`config.mk`:
```
export PLATFORM = sky130hd
export DESIGN_NAME = apb_master_arb
export DESIGN_NICKNAME = d
export VERILOG_FILES = /design/src/rtl/apb_master_arb.sv
export SDC_FILE = /design/constraint.sdc
export NUM_CORES = 1
export LEC_CHECK = 0
export ABC_AREA = 1
export CAP_MARGIN = 20
export CELL_PAD_IN_SITES_DETAIL_PLACEMENT = 1
export CELL_PAD_IN_SITES_GLOBAL_PLACEMENT = 1
export CORE_ASPECT_RATIO = 2
export CORE_UTILIZATION = 32
export CTS_BUF_LIST = sky130_fd_sc_hd__clkbuf_4 sky130_fd_sc_hd__clkbuf_8 sky130_fd_sc_hd__clkbuf_16
export DETAILED_ROUTE_END_ITERATION = 12
export GPL_TIMING_DRIVEN = 0
export PLACE_DENSITY = 0.86
export SLEW_MARGIN = 10
export SYNTH_ARGS = -nofsm -noshare
export SYNTH_HDL_FRONTEND = slang
export SYNTH_SLANG_ARGS = --single-unit
export TNS_END_PERCENT = 100
```
`constraint.sdc`:
```
create_clock -name pclk -period 1.6 [get_ports pclk]
set_clock_uncertainty 0.1 [all_clocks]
set_input_delay 0.16 -clock pclk [delete_from_list [all_inputs] [get_ports pclk]]
set_output_delay 0.16 -clock pclk [all_outputs]
set_load 0.01 [all_outputs]
```
`src/rtl/apb_master_arb.sv`:
```
// Two-requester APB master: round-robin arbitration, SETUP/ACCESS sequencing,
// per-port completion pulses with read data/error and an ACCESS timeout.
module apb_master_arb #(
  parameter int ADDR_W  = 8,
  parameter int DATA_W  = 8,
  parameter int TIMEOUT = 16
) (
  input  logic              pclk,
  input  logic              presetn,
  input  logic              req0_valid,
  input  logic              req0_write,
  input  logic [ADDR_W-1:0] req0_addr,
  input  logic [DATA_W-1:0] req0_wdata,
  output logic              req0_done,
  output logic [DATA_W-1:0] req0_rdata,
  output logic              req0_err,
  input  logic              req1_valid,
  input  logic              req1_write,
  input  logic [ADDR_W-1:0] req1_addr,
  input  logic [DATA_W-1:0] req1_wdata,
  output logic              req1_done,
  output logic [DATA_W-1:0] req1_rdata,
  output logic              req1_err,
  output logic              busy,
  output logic              psel,
  output logic              penable,
  output logic              pwrite,
  output logic [ADDR_W-1:0] paddr,
  output logic [DATA_W-1:0] pwdata,
  input  logic [DATA_W-1:0] prdata,
  input  logic              pready,
  input  logic              pslverr
);
  localparam int CNT_W = $clog2(TIMEOUT + 1);

  typedef enum logic [1:0] {IDLE = 2'd0, SETUP = 2'd1, ACCESS = 2'd2} state_t;

  state_t            state_q, state_d;
  logic [CNT_W-1:0]  cnt_q, cnt_d;
  logic              last_q, last_d, gnt_q, gnt_d;
  logic              psel_q, psel_d, penable_q, penable_d, pwrite_q, pwrite_d;
  logic [ADDR_W-1:0] paddr_q, paddr_d;
  logic [DATA_W-1:0] pwdata_q, pwdata_d;
  logic              done0_q, done0_d, done1_q, done1_d;
  logic              err0_q, err0_d, err1_q, err1_d;
  logic [DATA_W-1:0] rdata0_q, rdata0_d, rdata1_q, rdata1_d;

  logic              elig0, elig1, gnt_sel, timeout_hit, finish, xfer_err;
  logic [DATA_W-1:0] xfer_rdata;

  // A port is masked in its own done cycle so a held valid is seen as a new command.
  assign elig0       = req0_valid & ~done0_q;
  assign elig1       = req1_valid & ~done1_q;
  assign gnt_sel     = (elig0 & elig1) ? ~last_q : elig1;
  assign timeout_hit = (cnt_q == CNT_W'(TIMEOUT));
  assign finish      = (state_q == ACCESS) && (pready || timeout_hit);
  assign xfer_err    = pready ? pslverr : 1'b1;
  assign xfer_rdata  = pready ? prdata : '0;

  always_ff @(posedge pclk or negedge presetn) begin
    if (!presetn) state_q <= IDLE;
    else          state_q <= state_d;
  end

  always_comb begin
    state_d = state_q;
    case (state_q)
      IDLE:    if (elig0 | elig1) state_d = SETUP;
      SETUP:   state_d = ACCESS;
      ACCESS:  if (finish) state_d = IDLE;
      default: state_d = IDLE;
    endcase
  end

  always_comb begin
    cnt_d    = cnt_q;
    last_d   = last_q;
    gnt_d    = gnt_q;
    pwrite_d = pwrite_q;
    paddr_d  = paddr_q;
    pwdata_d = pwdata_q;
    done0_d  = 1'b0;
    done1_d  = 1'b0;
    err0_d   = err0_q;
    err1_d   = err1_q;
    rdata0_d = rdata0_q;
    rdata1_d = rdata1_q;
    case (state_q)
      IDLE: begin
        if (elig0 | elig1) begin
          gnt_d    = gnt_sel;
          pwrite_d = gnt_sel ? req1_write : req0_write;
          paddr_d  = gnt_sel ? req1_addr  : req0_addr;
          pwdata_d = gnt_sel ? req1_wdata : req0_wdata;
        end
      end
      // Counter holds the index of the current ACCESS cycle (first one is 1).
      SETUP: cnt_d = CNT_W'(1);
      ACCESS: begin
        if (finish) begin
          cnt_d  = '0;
          last_d = gnt_q;
          if (gnt_q) begin
            done1_d = 1'b1;
            err1_d  = xfer_err;
            if (!pwrite_q) rdata1_d = xfer_rdata;
          end else begin
            done0_d = 1'b1;
            err0_d  = xfer_err;
            if (!pwrite_q) rdata0_d = xfer_rdata;
          end
        end else begin
          cnt_d = cnt_q + CNT_W'(1);
        end
      end
      default: ;
    endcase
    psel_d    = (state_d != IDLE);
    penable_d = (state_d == ACCESS);
  end

  always_ff @(posedge pclk or negedge presetn) begin
    if (!presetn) begin
      cnt_q     <= '0;
      last_q    <= 1'b1;
      gnt_q     <= 1'b0;
      psel_q    <= 1'b0;
      penable_q <= 1'b0;
      pwrite_q  <= 1'b0;
      paddr_q   <= '0;
      pwdata_q  <= '0;
      done0_q   <= 1'b0;
      done1_q   <= 1'b0;
      err0_q    <= 1'b0;
      err1_q    <= 1'b0;
      rdata0_q  <= '0;
      rdata1_q  <= '0;
    end else begin
      cnt_q     <= cnt_d;
      last_q    <= last_d;
      gnt_q     <= gnt_d;
      psel_q    <= psel_d;
      penable_q <= penable_d;
      pwrite_q  <= pwrite_d;
      paddr_q   <= paddr_d;
      pwdata_q  <= pwdata_d;
      done0_q   <= done0_d;
      done1_q   <= done1_d;
      err0_q    <= err0_d;
      err1_q    <= err1_d;
      rdata0_q  <= rdata0_d;
      rdata1_q  <= rdata1_d;
    end
  end

  assign psel       = psel_q;
  assign penable    = penable_q;
  assign busy       = psel_q;
  assign pwrite     = pwrite_q;
  assign paddr      = paddr_q;
  assign pwdata     = pwdata_q;
  assign req0_done  = done0_q;
  assign req1_done  = done1_q;
  assign req0_err   = err0_q;
  assign req1_err   = err1_q;
  assign req0_rdata = rdata0_q;
  assign req1_rdata = rdata1_q;
endmodule

```
## After elaboration in Yosys (flattened, before gate mapping)

Index checks and enable logic that the tools add are counted.
Widths: inputs -> output; s select.

| word-level totals | value |
|---|---|
| input port bits | 48 |
| logic and storage cells | 57 |
| register bits | 48 |
| output and inout bits | 40 |

| cells by class | value |
|---|---|
| reduce and logical (&&, ||, !) cells | 11 |
| mux-type cells | 17 |
| add/sub/neg operators | 1 |
| equal/unequal tests | 4 |
| bitwise logic cells | 9 |

Operators with widths:

| cell | number |
|---|---|
| $mux 8 | 3 |
| $pmux 5 s2 | 1 |
| $mux 1 | 9 |
| $reduce_and 4->1 | 2 |
| $pmux 2 s3 | 1 |
| $reduce_and 3->1 | 2 |
| $add 5x1->5 const B | 1 |
| $eq 5x5->1 const B | 1 |
| $mux 5 | 1 |
| $not 1->1 | 5 |
| $eq 2x2->1 const B | 2 |
| $mux 2 | 2 |
| $reduce_and 2->1 | 2 |
| $reduce_bool 2->1 | 2 |
| $and 1x1->1 | 3 |
| $eq 2x1->1 const B | 1 |
| $logic_not 2->1 | 1 |
| $logic_and 1x1->1 | 1 |
| $logic_or 1x1->1 | 1 |
| $or 1x1->1 | 1 |

## Longest topological paths before layout

Gate-level depths: netlist (run 1).

| depth | value |
|---|---|
| depth in word-level cells | 6 |
| gate-level depth with buffers | 10 |

## Worst setup path before layout (run 1)

No wires, ideal clock.

| timing | value |
|---|---|
| kind | register to register |
| start point | register cnt_q[0] |
| end point | register rdata1_q[6], in the netlist req1_rdata[6] |
| arrival time | 1.226 ns |
| cell stages (with the launch flop) | 11 |
| setup time | 0.119 ns |
| clock period less this slack | 1.445 ns |
| path slack | 0.155 ns |
| cells stage by stage | dfrtp_1 inv_1 ha_1 nand2_1 inv_1 nand2_2 nand2_4 nand3_4 buf_6 nand2_1 o21ai_2 |

| on the way | value |
|---|---|
| word-level cells in the longest chain between the ends | 4 |

RTL lines:

| item | RTL line | RTL |
|---|---|---|
| start: declaration | 39 | `logic [CNT_W-1:0] cnt_q, cnt_d;` |
| start signal: assignment | 139 | `cnt_q <= cnt_d;` |
| $eq 5x5->1 | 55 | `assign timeout_hit = (cnt_q == CNT_W'(TIMEOUT));` |
| $logic_or 1x1->1 | 56 | `assign finish = (state_q == ACCESS) && (pready \|\| timeout_hit);` |
| $logic_and 1x1->1 | 56 |  |
| $reduce_and 4->1 (no source line) | -- |  |
| end signal: assignment | 152 | `rdata1_q <= rdata1_d;` |
| end: declaration | 46 | `logic [DATA_W-1:0] rdata0_q, rdata0_d, rdata1_q, rdata1_d;` |

Every way passes these cells.
A chain may end at the register's enable or synchronous reset.

## Worst setup path in the final report (run 1)

| timing | value |
|---|---|
| start point | register cnt_q[0] |
| end point | register rdata1_q[0], in the netlist req1_rdata[0] |

The elaborated chain is that of the path after synthesis.

==> summary.md, run 1 <==
| Metric | Value |
|---|---|
| Num ports | 88 |
| Total core area | 6887 µm² |
| Worst r2r path cells | 10 |
| PortBufs | 86 |
| Leakage power | 1.628 nW |
| DRT Pass-1 Iters | 6 |
| CTS tree | yes |
| N_diodes | 0 |
| Cell Area, Placed | 3251 µm² |
| Worst min-delay path class | input pin to flip-flop |
| Worst Tran Pin Value | 622.1 ps |
| Sequential share of the synthesized area | 53.15% |
| Max-slew violation count | 0 |
| Met1 wire length | 2412 µm |
| Post-layout util | 53.60% |
| Critical Path AT | 1650 ps |
| Yosys warns | 0 |
| Area Overhead vs Synth | 63.16% |
| Worst reg2reg startpoint | cnt_q[0] |
| #FFs+latches synth | 48 |
| Placer Congestion | 0.7904 |
| Largest net degree at the start of global routing | 27 |
| Maximum VDD drop | 0.0009458 V |
| Storage element area | 1202 µm² |
| Top Layer Used | met4 |
| Status | finished clean |
| Remaining routing DRC violations | 0 |
| Mapped cell area | 2262 µm² |
| Via count | 2143 |
| Placed Cells | 420 |
| CP Data Required Time | 1680 ps |
| Clock Tree Buf Depth | 2 |
| Yosys cell types | 22 |
| Minimum hold slack | 138.1 ps |
| Reg clk slew, reported paths | 70 ps |
| DR iter-0 viols | 56 |
| RSZ-0062 raised after global routing | true |
| Final worst path period share | 98.11% |
| Cells after Synth | 243 |
| Finished layout cell area | 3691 µm² |
| H-tree depth | 2 |
| FP Rows | 43 |
| Vias in the first global route | 2357 |
| Hold depth | 3 |
| Setup WS pre-CTS | -127.9 ps |
| Fillers | 809 |
| Layout Cells excl Fill | 443 |
| Hold Fails Final Rpt | 0 |
| Hold_sp | pready |
| Metal3 WL | 283 µm |
| GRT Total Usage | 20.57% |
| PwrDens | 1763 nW/µm² |
| Total gr overflow | 0 |
| Setup Crit Path Kind | flip-flop to flip-flop |
| Worst Setup Start Kind | flip-flop |
| Detail Route met2 WL | 4549 µm |
| WL per Instance | 16.66 µm |
| Synth Area per Inst | 9.309 µm² |
| Clock Root Buffer | clkbuf_16 |
| Worst R2R Setup Slack | 30 ps |
| Final setup vio count | 0 |
| Mapped Nets | 296 |
| Starting density of the core | 32.85% |
| Total Power | 6.507 mW |
| Worst rel slew slack | 58.53% |
| Nets | 405 |
| Hold endpoint | req1_rdata[7] |
| Total CTS buffers | 5 |
| Clock sinks | 48 |
| Initial antenna violation count | 0 |
| Die W | 61.45 µm |
| DRT antenna net count | 0 |
| First-pass GRT wire length | 11100 µm |
| Drt total wl | 7382 µm |
| Crit path max fanout | 5 |
| Vias per Instance | 4.837 |
| Die area | 7430 µm² |
| Layout cells sized above 1 | 23.51% |
| Tmin final | 1570 ps |
| Reg2reg end | req1_rdata[0] |
| Crit. End Element | flip-flop |
| Max-cap violations | 0 |
| Worst-Skew Late Latency | 290 ps |
| Setup WS post-layout | 30.26 ps |
| Setup TNS | 0 ps |
| Max Freq | 637.0 MHz |
| Die height | 120.9 µm |
| Post-DP HPWL | 5302 µm |
| Footprint of the multi-input gates | 965.9 µm² |
[logic make-up after synthesis]
kind of cell / synth area share, %
AOI/OAI and AO/OA: 15.32
xor gates and xnor gates: 1.162
adders and majority gates: 2.765
buffers and inverters: 7.135
DFF: 53.15
and+or+nand+nor: 20.46
[sequential cells by signal, indices dropped and copies added (netlist names)]
name / cells
req0_rdata: 8
cnt_q: 5
req1_done: 1
req1_rdata: 8
state_q: 2
paddr: 8
req1_err: 1
req0_err: 1
pwdata: 8
busy: 1
last_q: 1
req0_done: 1
penable: 1
gnt_q: 1
pwrite: 1
[cell usage after synthesis (all sizes together)]
library cell / n / area, µm²
buf: 11 / 90.08
ha: 5 / 62.56
xor2: 3 / 26.28
nand2: 44 / 182.7
inv: 19 / 71.32
dfstp: 1 / 26.28
nand3: 24 / 150.1
a21oi: 36 / 180.2
nand4: 3 / 18.77
o21ai: 20 / 160.2
o22ai: 1 / 6.260
nor2: 29 / 111.4
dfrtp: 47 / 1176
[power breakdown]
group          switching [mW]  leakage, nW  total [mW]  internal, mW
Sequential              0.346        0.596        2.09          1.74
Combinational            1.60        0.952        3.22          1.63
Clock                   0.462       0.0798        1.20         0.735
Total                    2.40         1.63        6.51          4.10
[per-layer routing]
| layer | vias to the layer above | GRT usage, % |
|---|---|---|
| met5 | - | 0 |
| met4 | 0 | 7.917 |
| met3 | 7 | 3.518 |
| met2 | 62 | 41.98 |
| met1 | 1062 | 17.86 |
| li1 | 1012 | - |
[worst max-delay path, cell delays in order, from the launching register on]
cell     delay (ps)
dfrtp_1         400
inv_2            90
ha_4            140
nand2_2          50
inv_2            50
nand2_2          60
nand2_4         120
nand3_4         160
buf_12          180
nand2_2          60
o21ai_2          50
[what timing repair did]
item / in CTS / in global routing
gates resized for setup: 10 / 22
setup buffers: 8 / 4
hold buffers: 1 / 0
gates cloned: 1 / 1
setup endpoints to repair: 19 / 23
endpoints found under the hold margin: 25 / 0
pin swaps: 2 / 2
[area by class of cell]
| cell class | instances | area share [%] |
|---|---|---|
| clock inverter | 3 | 1.153 |
| inverter | 19 | 2.000 |
| clock buffer | 5 | 3.390 |
| multi-input combinational | 165 | 26.17 |
| buffer | 11 | 3.017 |
| tap | 90 | 3.051 |
| timing repair buffer | 102 | 28.64 |
| sequential | 48 | 32.58 |
[how the worst max path moves through the flow]
stage	from	end	slack [ps]	depth (start not counted)
2_1_floorplan	cnt_q[0]	req1_rdata[6]	150	10
3_3_place_gp	presetn	req1_rdata[3]	-1160	1
3_5_place_dp	req0_valid	paddr[6]	-130	6
4_1_cts	cnt_q[1]	req1_rdata[6]	20	10
5_1_grt	cnt_q[0]	req1_rdata[0]	-30	10
6_report	cnt_q[0]	req1_rdata[0]	30	10
[cells in the final DEF (no fill, tap or decap)]
cell type,count
clkinvlp_4,1
buf_4,12
nand3_1,21
nand3_4,3
clkinv_2,1
buf_6,4
dfstp_2,1
nand2_4,4
inv_1,11
nand2_2,12
o21ai_2,16
nand4_1,3
inv_2,7
buf_2,4
buf_12,5
a21oi_1,36
o21ai_0,4
buf_16,1
inv_4,1
dfrtp_1,47
dlygate4sd3_1,1
nand2_1,28
ha_4,1
clkbuf_16,6
clkdlybuf4s50_1,85
xor2_1,3
bufinv_16,1
o22ai_1,1
ha_2,1
nor2_1,27
nor2_2,2
ha_1,3
Note: power is estimated with default switching activity, not from simulation.
==> run 2: changes to the inputs <==
--- a/config.mk
+++ b/config.mk
@@ -10,11 +10,11 @@
 export CELL_PAD_IN_SITES_DETAIL_PLACEMENT = 1
 export CELL_PAD_IN_SITES_GLOBAL_PLACEMENT = 1
 export CORE_ASPECT_RATIO = 2
-export CORE_UTILIZATION = 32
+export CORE_UTILIZATION = 34
 export CTS_BUF_LIST = sky130_fd_sc_hd__clkbuf_4 sky130_fd_sc_hd__clkbuf_8 sky130_fd_sc_hd__clkbuf_16
 export DETAILED_ROUTE_END_ITERATION = 12
 export GPL_TIMING_DRIVEN = 0
-export PLACE_DENSITY = 0.86
+export PLACE_DENSITY = 0.9
 export SLEW_MARGIN = 10
 export SYNTH_ARGS = -nofsm -noshare
 export SYNTH_HDL_FRONTEND = slang
==> constraint.sdc (replaced) <==
create_clock -name pclk -period 2 [get_ports pclk]
set_clock_uncertainty 0.1 [all_clocks]
set_input_delay 0.2 -clock pclk [delete_from_list [all_inputs] [get_ports pclk]]
set_output_delay 0.2 -clock pclk [all_outputs]
set_load 0.01 [all_outputs]
==> summary.md, run 2 (synthesized netlist as in run 1, its figures left out) <==
| Metric | Value |
|---|---|
| Num ports | 88 (unchanged) |
| Crit path depth | 10 (unchanged) |
| Worst path max stage delay | 420 ps (+20 ps) |
| Crit path buffers/inverters | 3 (unchanged) |
| Total Power | 4.998 mW (-23%) |
| DRT Pass-1 Iters | 5 (-1) |
| Maximum VDD drop | 0.0006486 V (-31%) |
| Crit-path cells | inv_1 -> ha_1 -> nand2_1 -> inv_1 -> nand2_2 -> nand2_4 -> nand3_4 -> buf_6 -> nand2_1 -> o21ai_2 |
| FP Rows | 41 (-4.7%) |
| Worst min-delay path class | input pin to flip-flop |
| Die W | 59.68 µm (-2.9%) |
| Tmin final | 1661 ps (+91.11 ps) |
| Total gr overflow | 0 (unchanged) |
| Minimum hold slack | 178.1 ps (+40.02 ps) |
| CP max stage cell | dfrtp_1 |
| Critical Path AT | 1740 ps (+90 ps) |
| Crit path to | req0_rdata[6] |
| Post-DP HPWL | 5216 µm (-1.6%) |
| Worst R2R Setup Slack | 340 ps (+310 ps) |
| Placer Congestion | 0.7340 (-7.1%) |
| Worst rel slew slack | 77.29% (+19 points) |
| Die height | 117.4 µm (-2.9%) |
| Final setup vio count | 0 (unchanged) |
| Commonest non-fill, non-tap cell in the layout | clkdlybuf4s50_1 |
| Post-layout util | 53.97% (+0.38 points) |
| Vias in the first global route | 2360 (+0.13%) |
| Max-slew violation count | 0 (unchanged) |
| Leakage power | 1.523 nW (-6.5%) |
| Clock sinks | 48 (unchanged) |
| PortBufs | 86 (unchanged) |
| Die area | 7003 µm² (-5.7%) |
| PwrDens | 1456 nW/µm² (-17%) |
| DR iter-0 viols | 86 (+54%) |
| Starting density of the core | 35.56% (+2.7 points) |
| Post-CTS sizing | 0 (-10) |
| CTS tree | yes |
| CP startpoint | cnt_q[0] |
| Hold Fails Final Rpt | 0 (unchanged) |
| Placed Cells | 416 (-0.95%) |
| Cell family with most CP delay | simple AND/OR/NAND/NOR gates |
| DRT antenna net count | 0 (unchanged) |
| Via count | 2102 (-1.9%) |
| Worst reg2reg startpoint | cnt_q[0] |
| Clock Root Buffer | clkbuf_16 |
| Area Overhead vs Synth | 51.77% |
| Crit path max fanout | 10 (+5) |
| CP Data Required Time | 2080 ps (+400 ps) |
| H-tree depth | 2 (unchanged) |
| WL per Instance | 16.40 µm (-1.6%) |
| Status | finished clean |
| Fillers | 749 (-7.4%) |
| Total CTS buffers | 5 (unchanged) |
| GRT Total Usage | 21.68% (+1.1 points) |
| RSZ-0062 raised after global routing | false |
| Drt total wl | 6969 µm (-5.6%) |
| Reg2reg end | req0_rdata[6] |
| Setup TNS | 0 ps (unchanged) |
| Max Freq | 602.1 MHz (-5.5%) |
| Post-CTS setup buffer count | 0 (-8) |
| Worst Tran Pin Value | 340.7 ps (-281.4 ps) |
| Max-cap violations | 0 (unchanged) |
| Worst r2r path cells | 10 (unchanged) |
| Layout Cells excl Fill | 425 (-4.1%) |
| N_diodes | 0 (unchanged) |
| Commonest non-fill, non-tap cells in the layout | clkdlybuf4s50_1 (85), dfrtp_1 (47), nand2_1 (39) |
| Total core area | 6361 µm² (-7.6%) |
| Largest net degree at the start of global routing | 36 (+33%) |
| Setup Crit Path Kind | flip-flop to flip-flop |
| Initial antenna violation count | 0 (unchanged) |
| Clock Tree Buf Depth | 2 (unchanged) |
| Final worst path period share | 83.04% (-15 points) |
| First-pass GRT wire length | 11360 µm (+2.3%) |
| Crit. End Element | flip-flop |
| Nets | 391 (-3.5%) |
| Worst-Skew Late Latency | 290 ps (about the same) |
| Vias per Instance | 4.946 (+2.2%) |
| Layout cells sized above 1 | 14.75% (-8.8 points) |
| Reg clk slew, reported paths | 70 ps (about the same) |
| Worst Setup Start Kind | flip-flop |
| Remaining routing DRC violations | 0 (unchanged) |
run 2: changes by cell type in the layout (fill, tap and decap cells not counted), moves of 2 or more:
cell     change
buf_4        -8
inv_1        +5
ha_1         +2
buf_12       -4
nand2_4      -3
nand2_2      -8
inv_2        -4
nand2_1     +11
run 2: final cells by class:
cell class              count  area, µm²  share of cell area, %
clock inverters             2      38.79                  1.130
clock buffers               6      138.9                  4.045
flip-flops and latches     48       1202                  35.02
plain buffers              11      90.09                  2.624
multi-input cells         165      898.4                  26.17
repair buffers             88      885.9                  25.80
well taps                  86      107.6                  3.134
inverters                  19      71.32                  2.077
run 2: where the power goes:
group | leakage (nW) | switching, mW | total, mW | internal [mW]
sequential | 0.596 | 0.272 | 1.66 | 1.39
combinational | 0.840 | 1.19 | 2.33 | 1.14
clock | 0.0871 | 0.377 | 1.00 | 0.627
total | 1.52 | 1.84 | 5.00 | 3.16
run 2: layer usage:
| metal | vias up | track usage, % | wire length (µm) |
|---|---|---|---|
| met5 | - | 0 | 0 |
| met4 | 0 | 12.79 | 361 |
| met3 | 28 | 3.528 | 280 |
| met2 | 73 | 39.72 | 4009 |
| met1 | 1017 | 21.09 | 2318 |
| li1 | 984 | - | - |
run 2: tightest hold or removal path, delay by kind of cell:
kind            cells  cell delay (ps)
simple gates        1              110
buf+inv             1              150
compound gates      1               70
run 2: worst min-delay path by stage:
stage | startpoint | endpoint | slack [ps] | depth (start not counted)
after floorplan | presetn | busy | -200 | 0
after global placement | req1_rdata[4] | req1_rdata[4] | 370 | 2
after detailed placement | presetn | cnt_q[2] | 30 | 1
after CTS | pready | req1_rdata[2] | 180 | 3
after global routing | pready | req0_rdata[0] | 190 | 3
final | pready | req0_rdata[4] | 180 | 3
run 2: through the flow:
| step | area [µm²] | worst slack [ps] |
|---|---|---|
| global route | 3433 | 205.4 |
| CTS | 3433 | 303.4 |
| detailed placement | 3246 | 213.9 |
| global placement | 3231 | -805.9 |
| finish | 3433 | 339.1 |
| floorplan | 2262 | 554.6 |
run 2: what timing repair did:
action,4_1_cts,5_1_grt
hold buffers,1,0
endpoints found under the hold margin,12,0
endpoints found under the setup margin,0,0
==> run 3: changes to the inputs <==
--- a/config.mk
+++ b/config.mk
@@ -10,11 +10,11 @@
 export CELL_PAD_IN_SITES_DETAIL_PLACEMENT = 1
 export CELL_PAD_IN_SITES_GLOBAL_PLACEMENT = 1
 export CORE_ASPECT_RATIO = 2
-export CORE_UTILIZATION = 34
+export CORE_UTILIZATION = 29
 export CTS_BUF_LIST = sky130_fd_sc_hd__clkbuf_4 sky130_fd_sc_hd__clkbuf_8 sky130_fd_sc_hd__clkbuf_16
 export DETAILED_ROUTE_END_ITERATION = 12
 export GPL_TIMING_DRIVEN = 0
-export PLACE_DENSITY = 0.9
+export PLACE_DENSITY = 0.83
 export SLEW_MARGIN = 10
 export SYNTH_ARGS = -nofsm -noshare
 export SYNTH_HDL_FRONTEND = slang
==> constraint.sdc (replaced) <==
create_clock -name pclk -period 1.4 [get_ports pclk]
set_clock_uncertainty 0.1 [all_clocks]
set_input_delay 0.14 -clock pclk [delete_from_list [all_inputs] [get_ports pclk]]
set_output_delay 0.14 -clock pclk [all_outputs]
set_load 0.01 [all_outputs]
==> summary.md, run 3 (synthesized netlist as in run 1, its figures left out) <==
| Metric | Value |
|---|---|
| Die W | 64.45 µm (+8.0%) |
| Failing checks | setup timing |
| Setup Crit Path Kind | flip-flop to flip-flop |
| GRT Total Usage | 19.03% (-2.7 points) |
| Clock sinks | 48 (unchanged) |
| Total gr overflow | 0 (unchanged) |
| DRT Pass-1 Iters | 4 (-1) |
| Tmin final | 1483 ps (-178.0 ps) |
| Status | complete, but fails checks |
| Largest net degree at the start of global routing | 30 (-17%) |
| Nets | 416 (+6.4%) |
| Worst rel slew slack | 66.17% (-11 points) |
| WL per Instance | 16.74 µm (+2.1%) |
| CTS tree | yes |
| Crit path max fanout | 5 (-5) |
| Hold Fails Final Rpt | 0 (unchanged) |
| Worst-Skew Late Latency | 290 ps (about the same) |
| Max-slew violation count | 0 (unchanged) |
| Crit. End Element | flip-flop |
| Total CTS buffers | 5 (unchanged) |
| Clock Root Buffer | clkbuf_16 |
| Cell family with most CP delay | flip-flops |
| Die area | 8179 µm² (+17%) |
| Vias per Instance | 4.828 (-2.4%) |
| Starting density of the core | 29.98% (-5.6 points) |
| Leakage power | 1.773 nW (+16%) |
| Die height | 126.9 µm (+8.1%) |
| Final setup vio count | 22 (+22) |
| Remaining routing DRC violations | 0 (unchanged) |
| Maximum VDD drop | 0.001216 V (+88%) |
| Post-DP HPWL | 4992 µm (-4.3%) |
| Max-cap violations | 0 (unchanged) |
| Clock Tree Buf Depth | 2 (unchanged) |
| N_diodes | 0 (unchanged) |
| DR iter-0 viols | 91 (+5.8%) |
| Setup WS post-layout | -82.83 ps (-422.0 ps) |
| Worst Tran Pin Value | 507.4 ps (+166.7 ps) |
| Crit path buffers/inverters | 3 (unchanged) |
| Commonest non-fill, non-tap cell in the layout | dfrtp_1 |
| Vias in the first global route | 2485 (+5.3%) |
| Via count | 2211 (+5.2%) |
| PwrDens | 2005 nW/µm² (+38%) |
| Num ports | 88 (unchanged) |
| Placed Cells | 424 (+1.9%) |
| Layout cells sized above 1 | 32.14% (+17 points) |
| PortBufs | 86 (unchanged) |
| Critical Path AT | 1560 ps (-180 ps) |
| Placer Congestion | 0.7743 (+5.5%) |
| DRT antenna net count | 0 (unchanged) |
| RSZ-0062 raised after global routing | true |
| Commonest non-fill, non-tap cells in the layout | dfrtp_1 (47), clkdlybuf4s50_1 (45), dlygate4sd2_1 (40) |
| Drt total wl | 7666 µm (+10%) |
| Post-layout util | 51.08% (-2.9 points) |
| Worst path max stage delay | 400 ps (-20 ps) |
| Initial antenna violation count | 0 (unchanged) |
| Final worst path period share | 105.9% (+23 points) |
| Area Overhead vs Synth | 70.35% |
| Minimum hold slack | 108.1 ps (-70.03 ps) |
| Layout Cells excl Fill | 458 (+7.8%) |
| First-pass GRT wire length | 11920 µm (+4.9%) |
| Max Freq | 674.4 MHz (+12%) |
| Worst min-delay path class | input pin to flip-flop |
| Crit-path cells | inv_2 -> ha_4 -> nand2_2 -> inv_2 -> nand2_4 -> nand2_8 -> nand3_4 -> buf_6 -> nand2_2 -> o21ai_2 |
| CP Data Required Time | 1480 ps (-600 ps) |
| FP Rows | 45 (+9.8%) |
| Worst Setup Start Kind | flip-flop |
| Reg clk slew, reported paths | 70 ps (about the same) |
| Total core area | 7545 µm² (+19%) |
| H-tree depth | 2 (unchanged) |
| CP max stage cell | dfrtp_1 |
-- run 3: cell types whose count changed in the layout (fill, tap and decap cells not counted), sizes merged --
cell	delta
clkinvlp	+1
clkdlybuf4s50	-40
clkbuf	-1
dlygate4sd2	+40
buf	+25
-- run 3: timing repair --
item | CTS | global route
hold buffers | 1 | 0
resized for setup | 87 | 29
pin swaps | 1 | 11
endpoints found under the setup margin | 85 | 44
buffers inserted | 15 | 9
cloned | 1 | 0
hold endpoints to repair | 18 | 0
-- run 3: metal layers --
metal	GRT usage (%)	part of all wire, %	vias to the layer above
li1	-	-	1041
met1	18.13	34	1099
met2	38.08	60	59
met3	3.957	3.7	12
met4	6.536	2.0	0
met5	0	0	-
-- run 3: power by group --
part	leakage, nW	total [mW]	switching, mW	internal, mW
Combinational	1.10	3.90	2.05	1.85
Sequential	0.596	2.41	0.422	1.99
Clock	0.0804	1.41	0.561	0.850
Total	1.77	7.72	3.03	4.69
-- run 3: layout make-up --
| type | count | area, µm² |
|---|---|---|
| clock inverter | 3 | 46.29 |
| clock buffer | 5 | 125.1 |
| timing repair buffer | 113 | 1071 |
| fill | 872 | 3691 |
| sequential | 48 | 1202 |
| inverter | 19 | 78.83 |
| tap | 94 | 117.6 |
| buffer | 11 | 122.6 |
| multi-input combinational | 165 | 1090 |
-- run 3: worst paths after layout --
kind	slack [ps]	cells after the start	start	to
max	-80	10	cnt_q[1]	req1_rdata[2]
min	110	3	pready	req1_rdata[7]
max reg2reg	-80	10	cnt_q[1]	req1_rdata[2]
min reg2reg	380	2	req1_rdata[7]	req1_rdata[7]
max in group asynchronous	430	3	presetn	req0_rdata[1]
min in group asynchronous	240	2	presetn	pwdata[4]
-- run 3: metrics by stage --
step / TNS [ps] / total power [mW] / cell area [µm²] / setup slack (ps)
final: -903.8 / 7.725 / 3854 / -82.83
after global routing: -3139 / 8.240 / 3854 / -181.6
after CTS: -1086 / 7.391 / 3695 / -99.26
after detailed placement: -7331 / 5.708 / 3256 / -308.2
after global placement: -67740 / 5.552 / 3241 / -1301
after floorplan: -162.7 / 4.042 / 2262 / -45.40
-- run 3: worst register-to-register path: stages, from the launching register on --
cell,delay (ps)
dfrtp_1,400
inv_2,90
ha_4,130
nand2_2,40
inv_2,60
nand2_4,60
nand2_8,80
nand3_4,130
buf_6,170
nand2_2,60
o21ai_2,50
